<file path="config.mk">
export PLATFORM = sky130hd
export DESIGN_NAME = xor_parity_frame_flat
export DESIGN_NICKNAME = d
export VERILOG_FILES = /design/src/rtl/xor_parity_pkg.sv /design/src/rtl/xor_parity_frame_if.sv /design/src/rtl/parity_accum_cell.sv /design/src/rtl/xor_parity_frame.sv /design/src/flat_wrapper.sv
export SDC_FILE = /design/constraint.sdc
export NUM_CORES = 1
export LEC_CHECK = 0
export CAP_MARGIN = 20
export CORE_MARGIN = 2
export CORE_UTILIZATION = 31
export CTS_CLUSTER_SIZE = 28
export DETAILED_ROUTE_END_ITERATION = 8
export GPL_ROUTABILITY_DRIVEN = 1
export GPL_TIMING_DRIVEN = 0
export PLACE_DENSITY_LB_ADDON = 0.3
export SYNTH_ARGS = -nofsm -noshare
export SYNTH_HDL_FRONTEND = slang
export SYNTH_HIERARCHICAL = 1
export SYNTH_SLANG_ARGS = --single-unit
export TNS_END_PERCENT = 1
</file>
<file path="constraint.sdc">
create_clock -name clk -period 3.7 [get_ports clk]
set_clock_uncertainty 0.1 [all_clocks]
set_input_delay 0.74 -clock clk [delete_from_list [all_inputs] [get_ports clk]]
set_output_delay 0.74 -clock clk [all_outputs]
set_load 0.01 [all_outputs]
</file>
<file path="src/rtl/xor_parity_pkg.sv">
// Shared definitions for the framed parity accumulator: FSM encoding and
// parameter limits.
package xor_parity_pkg;

    typedef enum logic {
        COLLECT = 1'b0,
        HOLD    = 1'b1
    } state_t;

    localparam int FRAME_LEN_MIN = 2;
    localparam int FRAME_LEN_MAX = 255;
    localparam int IDX_W         = 8;

endpackage

</file>
<file path="src/rtl/xor_parity_frame_if.sv">
// Bit-stream input and parity-result output handshakes of xor_parity_frame.
// par_err exists only when PARITY_CHECK_EN is defined.
interface xor_parity_frame_if #(
    parameter int CNT_W = 8
);

    logic             bit_in;
    logic             bit_valid;
    logic             bit_ready;
    logic             par_out;
    logic             par_valid;
    logic             par_ready;
    logic [CNT_W-1:0] frame_cnt;
`ifdef PARITY_CHECK_EN
    logic             par_err;

    modport master (
        output bit_in, bit_valid, par_ready,
        input  bit_ready, par_out, par_valid, frame_cnt, par_err
    );

    modport slave (
        input  bit_in, bit_valid, par_ready,
        output bit_ready, par_out, par_valid, frame_cnt, par_err
    );
`else
    modport master (
        output bit_in, bit_valid, par_ready,
        input  bit_ready, par_out, par_valid, frame_cnt
    );

    modport slave (
        input  bit_in, bit_valid, par_ready,
        output bit_ready, par_out, par_valid, frame_cnt
    );
`endif

endinterface

</file>
<file path="src/rtl/parity_accum_cell.sv">
// One-bit XOR accumulator: gate-level fold plus a flop with async clear,
// synchronous clear (priority) and enable.
module parity_accum_cell (
    input  logic clk,
    input  logic rst_n,
    input  logic clr,
    input  logic en,
    input  logic d,
    output logic q,
    output logic fold
);

    xor u_xor (fold, q, d);

    always_ff @(posedge clk or negedge rst_n) begin
        if (!rst_n) begin
            q <= 1'b0;
        end else if (clr) begin
            q <= 1'b0;
        end else if (en) begin
            q <= fold;
        end
    end

endmodule

</file>
<file path="src/rtl/xor_parity_frame.sv">
// Folds each FRAME_LEN-bit frame of the XOR gate output into an even-parity bit
// with valid/ready handoff and a frame counter. Option: PARITY_CHECK_EN.
module xor_parity_frame
    import xor_parity_pkg::*;
#(
    parameter int FRAME_LEN = 8,
    parameter int CNT_W     = 8
) (
    input logic          clk,
    input logic          rst_n,
    xor_parity_frame_if.slave bus
);

    generate
        if (FRAME_LEN < FRAME_LEN_MIN || FRAME_LEN > FRAME_LEN_MAX) begin : g_bad_frame_len
            $error("xor_parity_frame: FRAME_LEN out of range");
        end
    endgenerate

    // With the check enabled the received parity bit occupies one extra slot.
`ifdef PARITY_CHECK_EN
    localparam logic [IDX_W-1:0] LAST = IDX_W'(FRAME_LEN);
`else
    localparam logic [IDX_W-1:0] LAST = IDX_W'(FRAME_LEN - 1);
`endif

    state_t           state_q;
    logic             bit_ready_q;
    logic             par_valid_q;
    logic             par_out_q;
    logic [CNT_W-1:0] frame_cnt_q;
    logic [IDX_W-1:0] idx_q;
    logic             acc;
    logic             fold;
    logic             accept;
    logic             last_bit;
`ifdef PARITY_CHECK_EN
    logic             par_err_q;
`endif

    assign accept   = bus.bit_valid & bit_ready_q;
    assign last_bit = accept && (idx_q == LAST);

    parity_accum_cell u_acc (
        .clk   (clk),
        .rst_n (rst_n),
        .clr   (last_bit),
        .en    (accept),
        .d     (bus.bit_in),
        .q     (acc),
        .fold  (fold)
    );

    always_ff @(posedge clk or negedge rst_n) begin
        if (!rst_n) begin
            state_q     <= COLLECT;
            bit_ready_q <= 1'b1;
            par_valid_q <= 1'b0;
            par_out_q   <= 1'b0;
            frame_cnt_q <= '0;
            idx_q       <= '0;
`ifdef PARITY_CHECK_EN
            par_err_q   <= 1'b0;
`endif
        end else begin
            case (state_q)
                COLLECT: begin
                    if (last_bit) begin
                        state_q     <= HOLD;
                        bit_ready_q <= 1'b0;
                        par_valid_q <= 1'b1;
                        idx_q       <= '0;
`ifdef PARITY_CHECK_EN
                        // Incoming bit is the received parity: keep it out of par_out.
                        par_out_q   <= acc;
                        par_err_q   <= fold;
`else
                        par_out_q   <= fold;
`endif
                    end else if (accept) begin
                        idx_q <= idx_q + 1'b1;
                    end
                end
                HOLD: begin
                    if (bus.par_ready) begin
                        state_q     <= COLLECT;
                        bit_ready_q <= 1'b1;
                        par_valid_q <= 1'b0;
                        frame_cnt_q <= frame_cnt_q + 1'b1;
                    end
                end
                default: begin
                    state_q     <= COLLECT;
                    bit_ready_q <= 1'b1;
                    par_valid_q <= 1'b0;
                end
            endcase
        end
    end

    assign bus.bit_ready = bit_ready_q;
    assign bus.par_valid = par_valid_q;
    assign bus.par_out   = par_out_q;
    assign bus.frame_cnt = frame_cnt_q;
`ifdef PARITY_CHECK_EN
    assign bus.par_err   = par_err_q;
`endif

endmodule
</file>
<file path="src/flat_wrapper.sv">
// flat-port wrapper written by rule: the top's interface ports become plain ports
module xor_parity_frame_flat import xor_parity_pkg::*;
#(
    parameter int FRAME_LEN = 8,
    parameter int CNT_W     = 8
)
  (clk, rst_n, bus_bit_in, bus_bit_valid, bus_par_ready, bus_bit_ready, bus_par_out, bus_par_valid, bus_frame_cnt);
  xor_parity_frame_if #(.CNT_W(CNT_W)) bus_i ();
  input logic clk;
  input logic rst_n;
  input wire logic [$bits(bus_i.bit_in)-1:0] bus_bit_in;
  input wire logic [$bits(bus_i.bit_valid)-1:0] bus_bit_valid;
  input wire logic [$bits(bus_i.par_ready)-1:0] bus_par_ready;
  output wire logic [$bits(bus_i.bit_ready)-1:0] bus_bit_ready;
  output wire logic [$bits(bus_i.par_out)-1:0] bus_par_out;
  output wire logic [$bits(bus_i.par_valid)-1:0] bus_par_valid;
  output wire logic [$bits(bus_i.frame_cnt)-1:0] bus_frame_cnt;
  assign bus_i.bit_in = bus_bit_in;
  assign bus_i.bit_valid = bus_bit_valid;
  assign bus_i.par_ready = bus_par_ready;
  assign bus_bit_ready = bus_i.bit_ready;
  assign bus_par_out = bus_i.par_out;
  assign bus_par_valid = bus_i.par_valid;
  assign bus_frame_cnt = bus_i.frame_cnt;
  xor_parity_frame #(.FRAME_LEN(FRAME_LEN), .CNT_W(CNT_W)) u_core (.clk(clk), .rst_n(rst_n), .bus(bus_i));
endmodule
</file>
==> After elaboration in Yosys (flattened, before gate mapping) <==
Cells that the tools add are included.
{ "totals": {"register_bits": 21, "latch_bits": 0, "ramBits": 0, "romBits": 0, "in_bits": 5, "out_inout_bits": 11, "word_cells": 34, "mem_count": 0} }
{ "classes": {"add_sub_neg": 2, "multipliers": 0, "n_div": 0, "n_lt_le_gt_ge": 0, "n_eq_ne": 3, "n_shift": 0, "mux": 13, "bitwise": 3, "n_reduce_logical": 6} }
{ "op_table": {"columns": ["operator", "n"], "rows": [
  ["$add 8x1->8 const B", 2],
  ["$mux 8", 2],
  ["$eq 8x3->1 const B", 1],
  ["$mux 1", 8],
  ["$reduce_and 2->1", 4],
  ["$pmux 1 s2", 3],
  ["$ne 2x1->1 const B", 1],
  ["$ne 2x2->1 const B", 1],
  ["$reduce_bool 2->1", 1],
  ["$and 1x1->1", 1],
  ["$logic_and 1x1->1", 1],
  ["$not 1->1", 1],
  ["$xor 1x1->1", 1]
]} }

==> Logic depth before layout (Yosys ltp) <==
Gate-level depths: netlist of the first run.
{ "logic_depth": {"word_depth": 4, "ltp_mapped": 4, "ltp_nobuf": 4} }

==> Hierarchy <==
The synthesis of the first run kept the hierarchy.
{ "modules_own_cells": {"columns": ["module", "instances", "cells_per_inst", "area_per_inst_um2", "seq_area_each_um2"], "rows": [
  ["xor_parity_frame", 1, 82, 927.1, 501.7],
  ["parity_accum_cell", 1, 5, 60.1, 25.0]
]} }

==> Worst setup path after synthesis of the first run <==
OpenSTA, ideal clock, no wires.
{ "synth_path": {"kind": "input-to-reg", "from": "input bus_bit_valid", "to": "register u_core.par_out_q, in the netlist u_core/bus.par_out", "setup_time_ns": 0.128, "arrival_ns": 1.561, "required_time_ns": 3.472, "slack_ns": 1.912, "stages": 3, "n_path_buf": 0, "path_cell_list": "nand4_1 > nor4_4 > mux2_1"} }
{ "synth_via": {"elab_chain_len": 3} }
{ "synth_lines": {"columns": ["element", "line_no", "source"], "rows": [
  ["start: declaration", "flat_wrapper.sv:12", "input wire logic [$bits(bus_i.bit_valid)-1:0] bus_bit_valid;"],
  ["$and 1x1->1", "xor_parity_frame.sv:41", "assign accept = bus.bit_valid & bit_ready_q;"],
  ["$logic_and 1x1->1", "xor_parity_frame.sv:42", "assign last_bit = accept && (idx_q == LAST);"],
  ["$reduce_and 2->1 (no source line)", null, null],
  ["end signal: assignment", "xor_parity_frame.sv:78", "par_out_q <= fold;"],
  ["end: declaration", "xor_parity_frame.sv:30", "logic par_out_q;"]
]} }
Every way passes these cells.
A chain may end at the register's enable or synchronous reset.

==> Worst setup path after layout of the first run <==
{ "layout_path": {"from": "register u_core.bit_ready_q, in the netlist u_core/bus.bit_ready", "to": "output bus_bit_ready"} }
{ "layout_rtl": {"columns": ["element", "line_no", "source"], "rows": [
  ["start: declaration", "xor_parity_frame.sv:28", "logic bit_ready_q;"],
  ["start signal: assignment", "xor_parity_frame.sv:57", "bit_ready_q <= 1'b1;"],
  ["start signal: assignment", "xor_parity_frame.sv:70", "bit_ready_q <= 1'b0;"],
  ["start signal: assignment", "xor_parity_frame.sv:87", "bit_ready_q <= 1'b1;"],
  ["end: declaration", "flat_wrapper.sv:14", "output wire logic [$bits(bus_i.bit_ready)-1:0] bus_bit_ready;"]
]} }
No word-level cell between the ends.

==> metrics.yaml, run 1 <==
status: "complete, no violations"
ys_seq_area_share_pct: 53.4
grtUsageTotal_pct: 11.2
worstMarginPinSlew_ns: 0.930
areaGrowthSynthToFinish_pct: 23.6
setup_violations: 0
tns_ns: 0
clkLatencyLatePin_ns: 0.30
cts_buffer_depth: 2
critPathLaunchType: "register"
finalCritPeriodShare_pct: 61.9
synth_top_area_share_pct: 50.7
synth_nets: 94
drtAntennaViolNets: 0
drt_iter0_markers: 5
diodes: 0
antenna_found_initial: 0
cp_num_cells: 1
die_x_um: 60.4
syn-instance-count: 87
rr_endpoint: "u_core/bus.par_out"
vias: 683
synth_area_um2: 987
hpwl_um: 1260
gr-total-overflow: 0
cts_setup_buffers: 0
ctsHoldBuffers: 0
synth_seq_cells: 21
hold_ws_ns: 0.372
ys_types: 32
start_util_pct: 32.3
layout_min_cycle_time_ns: 2.29
cts_tree: "built"
hold_path.class: "reg2reg"
gr-usage-met3_pct: 1.71
path_max_fanout: 7
gp_congestion: 0.783
cts_root_buf: "clkbuf_4"
max_freq_mhz: 437
ir_worst_vdd_mv: 0.256
cp_num_buf_inv: 1
required_ns: 2.86
path_cells: "clkdlybuf4s50_1"
criticalPathCategory: "reg2out"
crit_path_max_incr_delay_ns: 0.60
die-area_um2: 3650
cp_slowest_cell: "dfstp_2"
slew_headroom_pct: 37.8
final_nets: 114
fp-row-count: 20
p_leak_uw: 0.000557
dp_worst_setup_slack_ns: 1.23
crit_end: "bus_bit_ready"
met2_usage_pct: 17.7
maxCapViolCount: 0
synth.avg_cell_area_um2: 11.3
critical-path-top-delay-family: "flip-flops"
drc: 0
wirelength_um: 1700
post_drt_wl_per_cell_um: 11.3
grt_first_pass_wirelength_um: 3020
core_area_um2: 3050
yosysWarnings: 6
vias_per_cell: 4.55
busiest_layer: "met2"
pwr_density_cell_nw_per_um2: 399
clock_sinks: 21
cp-end-kind: "output pin"
htree_num_levels: 1
timing.rr.start: "u_core/idx_q[4]"
clkTransAtPathRegs_ns: 0.12
cts_resized: 0
startpoint: "u_core/bus.bit_ready"
drive_gt1_share_pct: 10.4
cts_made_buffers: 3
ios: 16
grt_pass1_vias: 682
synth_area_leaders: "dfrtp_1 (51%), xor2_1 (6.2%), xnor2_1 (5.3%)"
use_met1_pct: 14.1
grt_max_degree: 22
rsz0062_at_grt: "no"
drt_pass1_iterations: 4
report.final.hold_viol_count: 0
cp_data_arrival_time_ns: 1.45
slew_viol_final: 0
worst_slack_ns: 1.41
io_buffer_count: 15
reg2reg_depth: 3
synth_top_area_cell: "dfrtp_1"
die_h_um: 60.4
r2r_setup_slack_ns: 1.90
## layout make-up
type / instances / area [µm²]
multi-input combinational: 59 / 434
inverter: 6 / 22.5
fill: 310 / 1830
timing repair buffer: 15 / 150
clock inverter: 1 / 5.00
buffer: 1 / 3.75
clock buffer: 3 / 22.5
tap: 44 / 55.1
sequential: 21 / 527
## Yosys cell counts
| cell | instances |
|---|---|
| a21bo_1 | 1 |
| a21boi_0 | 1 |
| a21o_1 | 1 |
| a21oi_2 | 1 |
| and3b_1 | 1 |
| clkbuf_1 | 1 |
| dfrtp_1 | 20 |
| dfstp_2 | 1 |
| ha_1 | 2 |
| inv_1 | 6 |
| mux2_1 | 1 |
| mux2_2 | 2 |
| nand2_1 | 6 |
| nand2b_1 | 1 |
| nand3_1 | 4 |
| nand3b_1 | 2 |
| nand4_1 | 2 |
| nand4b_1 | 1 |
| nor2_1 | 4 |
| nor3_1 | 2 |
| nor3_2 | 1 |
| nor3b_1 | 1 |
| nor4_1 | 2 |
| nor4_4 | 1 |
| o21ai_0 | 3 |
| o21ai_1 | 2 |
| o31ai_1 | 1 |
| or2_1 | 1 |
| or4_1 | 1 |
| or4_4 | 1 |
| xnor2_1 | 6 |
| xor2_1 | 7 |
## worst register-to-register path: cells and delay by family (launching register included)
family	cells	cell delay, ns
flops	1	0.44
simple gates	2	0.81
mux	1	0.35
## per-stage QoR
stage	instances	power (µW)	area, µm²	util, %
final	150	487	1220	40.0
after global routing	150	519	1220	40.0
after CTS	150	494	1220	40.0
after detailed placement	146	381	1190	39.1
after global placement	146	377	1190	39.1
after floorplan	87	352	987	-
## layer usage
| metal | vias up | wire (µm) |
|---|---|---|
| met5 | - | 0 |
| met1 | 337 | 775 |
| met3 | 2 | 53 |
| met4 | 0 | 34 |
| met2 | 7 | 833 |
| li1 | 337 | - |
## logic make-up (layout without fill, tap and decap cells)
logic type | after synthesis | count (layout) | synth area share, %
fa+ha+maj | 2 | 2 | 2.53
buf+inv | 7 | 26 | 2.66
simple gates | 31 | 31 | 19.8
flops | 21 | 21 | 53.4
mux | 3 | 3 | 3.42
xor+xnor | 13 | 13 | 11.5
compound gates | 10 | 10 | 6.72
## state kept, by name (all words and copies together), names as in the netlist
register and flops:
u_core/bus.frame_cnt 8, u_core/idx_q 8, u_core/bus.bit_ready 1, u_core/bus.par_out 1, u_core/bus.par_valid 1, u_core/state_q 1
u_core/u_acc/q 1
## layout by cell type, fill, tap and decap left out, drive strengths merged, types with 2 or more instances in the layout
| cell type | n |
|---|---|
| or4 | 2 |
| nor4 | 3 |
| nand4 | 2 |
| clkbuf | 4 |
| nor2 | 4 |
| clkdlybuf4s50 | 15 |
| nand2 | 6 |
| o21ai | 5 |
| mux2 | 3 |
| xor2 | 7 |
| xnor2 | 6 |
| dfrtp | 20 |
| nand3b | 2 |
| nor3 | 3 |
| nand3 | 4 |
| inv | 6 |
| ha | 2 |
## power breakdown
part | internal [µW] | switching (µW)
Sequential | 262 | 36.6
Combinational | 39.8 | 36.9
Clock | 40.3 | 71.7
## worst min path at each step
stage          cells past startpoint                       to                     from  slack (ns)
2_1_floorplan                      0  u_core/bus.frame_cnt[0]                    rst_n        0.34
3_3_place_gp                       1          u_core/idx_q[7]          u_core/idx_q[7]        0.36
3_5_place_dp                       1  u_core/bus.frame_cnt[7]  u_core/bus.frame_cnt[7]        0.36
4_1_cts                            1  u_core/bus.frame_cnt[7]  u_core/bus.frame_cnt[7]        0.38
5_1_grt                            1  u_core/bus.frame_cnt[7]  u_core/bus.frame_cnt[7]        0.39
6_report                           1  u_core/bus.frame_cnt[7]  u_core/bus.frame_cnt[7]        0.37
Note: power is estimated with default switching activity, not from simulation.
==> run 2: changes to the inputs <==
==> constraint.sdc (replaced) <==
create_clock -name clk -period 2.2 [get_ports clk]
set_clock_uncertainty 0.1 [all_clocks]
set_input_delay 0.44 -clock clk [delete_from_list [all_inputs] [get_ports clk]]
set_output_delay 0.44 -clock clk [all_outputs]
set_load 0.01 [all_outputs]
==> results of run 2 <==
Same layout as run 1 (identical final DEF). Status: complete, no violations.
Main changes from that run: setup slack after placement 1.23 ns -> 0.0266 ns; setup slack after layout 1.41 ns -> 0.210 ns; register-to-register setup slack 1.90 ns -> 0.40 ns; total power 487 µW -> 819 µW; worst IR drop on VDD 0.256 mV -> 0.430 mV
==> run 3: changes to the inputs <==
--- a/config.mk
+++ b/config.mk
@@ -6,12 +6,11 @@
 export NUM_CORES = 1
 export LEC_CHECK = 0
 export CAP_MARGIN = 20
-export CORE_MARGIN = 2
+export CORE_MARGIN = 8
 export CORE_UTILIZATION = 31
 export CTS_CLUSTER_SIZE = 28
 export DETAILED_ROUTE_END_ITERATION = 8
 export GPL_ROUTABILITY_DRIVEN = 1
-export GPL_TIMING_DRIVEN = 0
 export PLACE_DENSITY_LB_ADDON = 0.3
 export SYNTH_ARGS = -nofsm -noshare
 export SYNTH_HDL_FRONTEND = slang
==> metrics.yaml, run 3 (same netlist as run 1, synthesis figures left out) <==
final_nets: 116  # +1.8%
htree_num_levels: 1  # unchanged
cts_tree: "built"
slew_headroom_pct: 69.1  # +31 points
cp_num_cells: 1  # unchanged
ios: 16  # unchanged
clkTransAtPathRegs_ns: 0.13  # about the same
cp_num_buf_inv: 1  # unchanged
path_max_fanout: 7  # unchanged
post_drt_wl_per_cell_um: 12.0  # +6.1%
drc: 0  # unchanged
wirelength_um: 1830  # +7.5%
fill_cells: 327  # +5.5%
cp-end-kind: "output pin"
antenna_found_initial: 0  # unchanged
final_common_cell: "dfrtp_1"
fin_util_pct: 40.6  # +0.61 points
drt_pass1_iterations: 4  # unchanged
cts_made_buffers: 3  # unchanged
cts_root_buf: "clkbuf_4"
post-place-cells: 148  # +1.4%
gr-total-overflow: 0  # unchanged
critPathLaunchType: "register"
criticalPathCategory: "reg2out"
ir_worst_vdd_mv: 0.219
fp-row-count: 20  # unchanged
dp_worst_setup_slack_ns: 0.158
finalCritPeriodShare_pct: 90.2
vias: 691  # +1.2%
tns_ns: 0  # unchanged
crit_path_max_incr_delay_ns: 0.60  # about the same
clock_sinks: 21  # unchanged
hold_path.class: "in2async"
report.final.hold_viol_count: 0  # unchanged
p_leak_uw: 0.000570  # +2.3%
grtUsageTotal_pct: 7.36  # -3.8 points
ff_latch_area_um2: 527  # unchanged
rsz0062_at_grt: "no"
start_util_pct: 32.3  # unchanged
worst_slack_ns: 0.216
cts_setup_buffers: 0  # unchanged
cp_slowest_cell: "dfstp_2"
multi_input_area_um2: 434  # unchanged
max_freq_mhz: 504
hpwl_um: 1370  # +9.0%
pwr_density_cell_nw_per_um2: 670
cts_buffer_depth: 2  # unchanged
die-area_um2: 5250  # +44%
io_buffer_count: 15  # unchanged
slew_viol_final: 0  # unchanged
core_area_um2: 3050  # unchanged
mostFrequentLayoutCells: "dfrtp_1 (20), clkdlybuf4s50_1 (15), xor2_1 (7)"
worstMarginPinSlew_ns: 0.463  # -0.467 ns
clkLatencyLatePin_ns: 0.30  # about the same
status: "complete, no violations"
critical-path-top-delay-family: "flip-flops"
gp_congestion: 0.805  # +2.8%
cp_data_arrival_time_ns: 1.44  # about the same
grt_max_degree: 22  # unchanged
die_h_um: 72.4  # +20%
grt_first_pass_wirelength_um: 3100  # +2.5%
ctsHoldBuffers: 0  # unchanged
drive_gt1_share_pct: 13.0  # +2.6 points
cts_resized: 0  # unchanged
path_cells: "clkdlybuf4s50_1"
reg2reg_depth: 3  # unchanged
drtAntennaViolNets: 0  # unchanged
maxCapViolCount: 0  # unchanged
areaGrowthSynthToFinish_pct: 25.5
setup_violations: 0  # unchanged
grt_pass1_vias: 690  # +1.2%
layout_min_cycle_time_ns: 1.98
vias_per_cell: 4.55  # -0.16%
drt_iter0_markers: 18  # +13
required_ns: 1.66
diodes: 0  # unchanged
finish.cell_count_without_fillers: 152  # +1.3%
die_x_um: 72.4  # +20%
## run 3: cell count changes in the layout (fill, tap and decap cells not counted), sizes merged
cell    delta
buf        +3
clkbuf     -1
## run 3: path summary, 6_finish.rpt
kind / slack (ns) / to / startpoint
worst max-delay path: 0.22 / bus_bit_ready / u_core/bus.bit_ready
worst min-delay path: 0.36 / u_core/u_acc/q / rst_n
worst max register to register: 0.43 / u_core/bus.par_out / u_core/idx_q[4]
worst min register to register: 0.37 / u_core/bus.frame_cnt[7] / u_core/bus.frame_cnt[7]
max in group asynchronous: 1.37 / u_core/bus.bit_ready / rst_n
min in group clk: 0.37 / u_core/bus.frame_cnt[7] / u_core/bus.frame_cnt[7]
## run 3: report_power, final
group          switching (µW)  internal (µW)
Combinational            63.1           72.7
Sequential               63.0            440
Clock                     124           67.7
## run 3: metal layers
| metal | routed length (µm) | up-vias | track usage, % | part of all wire, % |
|---|---|---|---|---|
| met5 | 0 | - | 0 | 0 |
| li1 | - | 345 | - | - |
| met2 | 832 | 8 | 11.4 | 46 |
| met1 | 881 | 336 | 9.02 | 48 |
| met3 | 83 | 2 | 1.93 | 4.5 |
| met4 | 27 | 0 | 4.00 | 1.5 |
## run 3: cell type report
type | count | area share (%)
repair buffers | 18 | 13.9
flip-flops and latches | 21 | 42.5
multi-input cells | 59 | 35.1
clock buffers | 3 | 1.82
clock inverters | 1 | 0.404
inverters | 6 | 1.82
well taps | 44 | 4.44
## run 3: per-stage QoR
stage               instance area [µm²]  hold slack (ns)  total power (µW)
detailed placement                 1210            0.362               648
CTS                                1240            0.363               841
floorplan                           987           0.0444               592
finish                             1240            0.361               830
global route                       1240            0.378               879
global placement                   1210            0.361               644
